[src/rtl/ram_stream_reader.sv]
// ---------------------------------------------------------------------------
// ram_stream_reader
//
// Reads a burst of consecutive words from a RAM with an asynchronous
// (combinational) read port and presents them as a valid/ready stream.
// The RAM address wraps modulo 2**ADDR_WIDTH. A zero-length request only
// produces a done pulse.
//
// Optional feature: define RAM_RDR_LAST_EN to add a registered out_last
// flag that marks the final beat of each burst.
//
// Ports
//   clk         sole clock, rising edge
//   rst         asynchronous active-high reset
//   start       burst request, sampled only while idle
//   start_addr  first RAM word of the burst
//   length      beat count, 0..2**ADDR_WIDTH
//   busy        high while a burst is in progress
//   done        one-cycle pulse after the final handshake of a burst
//   ram_addr    read address to the RAM
//   ram_data    combinational read data for ram_addr
//   out_valid   out_data holds a beat
//   out_ready   downstream accepts the beat
//   out_data    registered stream data
//   out_last    final-beat flag (RAM_RDR_LAST_EN only)
// ---------------------------------------------------------------------------
module ram_stream_reader #(
    parameter int ADDR_WIDTH = 4,
    parameter int DATA_WIDTH = 8
) (
    input  logic                  clk,
    input  logic                  rst,
    input  logic                  start,
    input  logic [ADDR_WIDTH-1:0] start_addr,
    input  logic [ADDR_WIDTH:0]   length,
    output logic                  busy,
    output logic                  done,
    output logic [ADDR_WIDTH-1:0] ram_addr,
    input  logic [DATA_WIDTH-1:0] ram_data,
    output logic                  out_valid,
    input  logic                  out_ready,
    output logic [DATA_WIDTH-1:0] out_data
`ifdef RAM_RDR_LAST_EN
    ,
    output logic                  out_last
`endif
);

    localparam logic [1:0] ST_IDLE  = 2'd0;
    localparam logic [1:0] ST_READ  = 2'd1;
    localparam logic [1:0] ST_DRAIN = 2'd2;

    localparam logic [ADDR_WIDTH-1:0] ADDR_ONE = {{(ADDR_WIDTH-1){1'b0}}, 1'b1};
    localparam logic [ADDR_WIDTH:0]   LEN_ONE  = {{ADDR_WIDTH{1'b0}}, 1'b1};

    logic [1:0]          state;
    logic [ADDR_WIDTH:0] remaining;
    logic                load;

    // The output register can take a new word when it is empty or when its
    // current beat is being accepted this cycle.
    assign load = !out_valid || out_ready;
    assign busy = (state != ST_IDLE);

    // NOTE: every register here uses non-blocking assignment so all updates
    // see the pre-edge values; the reset branch is asynchronous, so it is in
    // the sensitivity list rather than tested only on clk.
    always_ff @(posedge clk or posedge rst) begin
        if (rst) begin
            state     <= ST_IDLE;
            ram_addr  <= '0;
            remaining <= '0;
            out_valid <= 1'b0;
            out_data  <= '0;
            done      <= 1'b0;
`ifdef RAM_RDR_LAST_EN
            out_last  <= 1'b0;
`endif
        end else begin
            done <= 1'b0;
            case (state)
                ST_IDLE: begin
                    if (start) begin
                        if (length != '0) begin
                            ram_addr  <= start_addr;
                            remaining <= length;
                            state     <= ST_READ;
                        end else begin
                            // Empty burst: acknowledge immediately, never go busy.
                            done <= 1'b1;
                        end
                    end
                end

                ST_READ: begin
                    // In READ a handshake always coincides with a load, so
                    // out_valid simply stays set across back-to-back beats.
                    if (load) begin
                        out_data  <= ram_data;
                        out_valid <= 1'b1;
                        ram_addr  <= ram_addr + ADDR_ONE;
                        remaining <= remaining - LEN_ONE;
`ifdef RAM_RDR_LAST_EN
                        out_last  <= (remaining == LEN_ONE);
`endif
                        if (remaining == LEN_ONE) begin
                            state <= ST_DRAIN;
                        end
                    end
                end

                ST_DRAIN: begin
                    // The final beat sits in the output register until taken.
                    if (out_ready) begin
                        out_valid <= 1'b0;
                        done      <= 1'b1;
                        state     <= ST_IDLE;
`ifdef RAM_RDR_LAST_EN
                        out_last  <= 1'b0;
`endif
                    end
                end

                default: begin
                    state <= ST_IDLE;
                end
            endcase
        end
    end

endmodule

[config.mk]
export PLATFORM = sky130hd
export DESIGN_NAME = ram_stream_reader
export DESIGN_NICKNAME = d
export VERILOG_FILES = /design/src/rtl/ram_stream_reader.sv
export SDC_FILE = /design/constraint.sdc
export NUM_CORES = 1
export LEC_CHECK = 0
export ABC_CLOCK_PERIOD_IN_PS = 3400
export CAP_MARGIN = 20
export CORE_ASPECT_RATIO = 1.25
export CORE_MARGIN = 2
export CORE_UTILIZATION = 40
export DETAILED_ROUTE_END_ITERATION = 10
export GPL_ROUTABILITY_DRIVEN = 0
export PLACE_DENSITY = 0.71
export SYNTH_ARGS = -nofsm -noshare
export SYNTH_HDL_FRONTEND = slang
export SYNTH_SLANG_ARGS = --single-unit
[constraint.sdc]
create_clock -name clk -period 3.4 [get_ports clk]
set_clock_uncertainty 0.2 [all_clocks]
set_input_delay 0.51 -clock clk [delete_from_list [all_inputs] [get_ports clk]]
set_output_delay 0.51 -clock clk [all_outputs]
set_load 0.02 [all_outputs]
==> impl_metrics.yaml <==
run_status:
  outcome: "completed"
timing:
  fmax_mhz: 409
  worstMarginPinSlew_ps: 774
  fin_tns_setup_ps: 0
  hold_viol: 0
  min_period_ps: 2450
  setup-violations-final: 0
  report.final.slew_viol_count: 0
  relSlewSlack_pct: 48.4
  period_share_pct: 72.0
  grt_setup_unrepaired: "false"
detailed_routing:
  drc: 0
  wirelength_mm: 2.46
  dr_total_vias: 993
  drt_iter0_markers: 41
  via_per_inst: 5.71
  ant_nets: 0
  firstDrtPassIters: 4
  wl_per_cell_um: 14.1
synth:
  yosysSeqAreaShare_pct: 47.3
  async_flop_share_pct: 100
  yosysMostFrequentCell: "dfrtp_1"
  synth_top_flop_cell: "dfrtp_1"
  synth_top_cell_by_area: "dfrtp_1"
  synth_nets: 131
  syn_area_um2: 1110
  yosysWarnings: 0
  synth_cell_type_count: 40
  synth_top_area_share_pct: 47.3
  ys_ff_latch: 21
  synth-edff-count: 0
  syn_area_per_cell_um2: 10.4
  yosys-top-cells-area: "dfrtp_1 47%, mux2_1 8.1%, ha_1 3.4%, a21oi_1 3.2%, o21ai_1 2.3%"
  syn_inst: 107
  synthTopCellsByCount: "21 x dfrtp_1, 8 x mux2_1, 7 x a21oi_1"
pwr:
  ir_worst_vdd_v: 0.000375
  power_density_nw_per_um2: 810
  leakage_nw: 0.620
cts:
  numCtsBuffers: 3
  cts_root_buffer: "clkbuf_4"
  cts-htree-levels: 1
  cts_buffer_depth: 2
  cts_tree: "done"
  clk-insertion-delay-late_ps: 300
  cts.clk_slew.worst_paths_ps: 120
  cts_hold_buf: 0
  cts_setup_buffers: 0
  clock_sinks: 21
  cts.repair.resized: 0
die:
  core_um2: 2650
  die_area_um2: 3220
  die_w_um: 51.1
  start_util_pct: 41.9
  rows: 21
  die_y_um: 62.9
  ioPinCount: 36
setup_path:
  crit_type: "input port to flip-flop"
  cp_max_fo: 13
  cp-start-kind: "input port"
  cp-end-kind: "flip-flop"
  cp.required_ps: 3390
  cp.arrival_ps: 2440
placement:
  dp_hpwl_mm: 1.90
  portBuffers: 35
global_route:
  grt_max_degree: 22
  first_global_vias: 941
  grt_pass1_wl_mm: 4.00
  track_usage_pct: 16.0
  grt.overflow.total: 0
  antenna_found_initial: 0
layout:
  syn_to_final_growth_pct: 35.1
  layout-drive-gt1-share_pct: 7.86
  insertedDiodeCount: 0
  final_util_pct: 56.6
  nets: 165
hold_path:
  worstHoldPathType: "flip-flop to flip-flop"
run:
  max-cap-violations: 0
==> placed cells by master (no fill, tap or decap), drive strengths merged <==
cell type	count
clkdlybuf4s50	35
dfrtp	21
mux2	9
a21oi	8
inv	7
nor2	6
o21ai	6
nand2	5
nor3	4
clkbuf	4
o31ai	3
nand3	3
o22ai	3
ha	3
or2	3
nand2b	2
a32oi	2
mux2i	2
or4	2
a311o	1
nor2b	1
o22a	1
and2	1
nor4	1
a211o	1
a222oi	1
or3b	1
a211oi	1
nor4bb	1
nor3b	1
a221o	1
==> per-layer routing <==
layer | track usage, % | share of wire [%] | vias to the layer above
met5 | 0 | 0 | -
met4 | 6.42 | 1.8 | 0
met3 | 1.91 | 8.3 | 8
met2 | 27.8 | 50 | 61
met1 | 19.5 | 40 | 466
li1 | - | - | 458
==> sequential cells by signal (all words and copies together) (netlist names) <==
name and flops:
out_valid 1, remaining 5, done 1, out_data 8, ram_addr 4, state 2
==> report_power, final <==
part | total [mW] | leakage (nW) | switching, mW | internal [mW]
clock | 0.117 | 0.0150 | 0.0715 | 0.0456
combinational | 0.657 | 0.356 | 0.341 | 0.316
sequential | 0.443 | 0.249 | 0.0889 | 0.354
total | 1.22 | 0.620 | 0.501 | 0.715
==> final cells by class <==
cell class	count	area (um2)
clock buffer	4	26.3
fill	230	1150
sequential	21	526
inverter	7	26.3
multi-input combinational	73	531
tap	34	42.5
timing repair buffer	35	350
==> critical path: stages <==
cell,delay [ps]
clkdlybuf4s50_1,530
inv_2,70
a311o_1,530
or2_1,400
a222oi_1,400
==> kinds of logic (layout without fill, tap and decap cells) <==
family	after synthesis	after routing	synth area share, %
AND/OR/NAND/NOR	31	31	16.6
AO/OA/AOI/OAI	28	28	16.9
flip-flops	21	21	47.3
buffers and inverters	13	46	4.95
multiplexers	11	11	10.9
adder cells (fa/ha/maj)	3	3	3.38
==> final timing paths <==
kind | from | to | slack [ps] | cells past startpoint
max | out_ready | ram_addr[2] | 950 | 5
min | out_data[1] | out_data[1] | 290 | 1
max reg2reg | state[0] | ram_addr[2] | 1080 | 4
min reg2reg | out_data[1] | out_data[1] | 290 | 1
max in group asynchronous | rst | out_data[1] | 2070 | 2
min in group asynchronous | rst | out_data[6] | 450 | 2
==> per-stage QoR <==
stage | area (um2) | worst slack, ps | power [mW] | hold slack (ps) | instances
after floorplan | 1110 | 1360 | 0.865 | 274 | 107
after global placement | 1480 | 721 | 1.09 | 267 | 170
after detailed placement | 1480 | 682 | 1.11 | 274 | 170
after CTS | 1500 | 979 | 1.23 | 300 | 174
after global routing | 1500 | 878 | 1.31 | 308 | 174
final | 1500 | 953 | 1.22 | 294 | 174
Power figures use the tool's default switching activity.
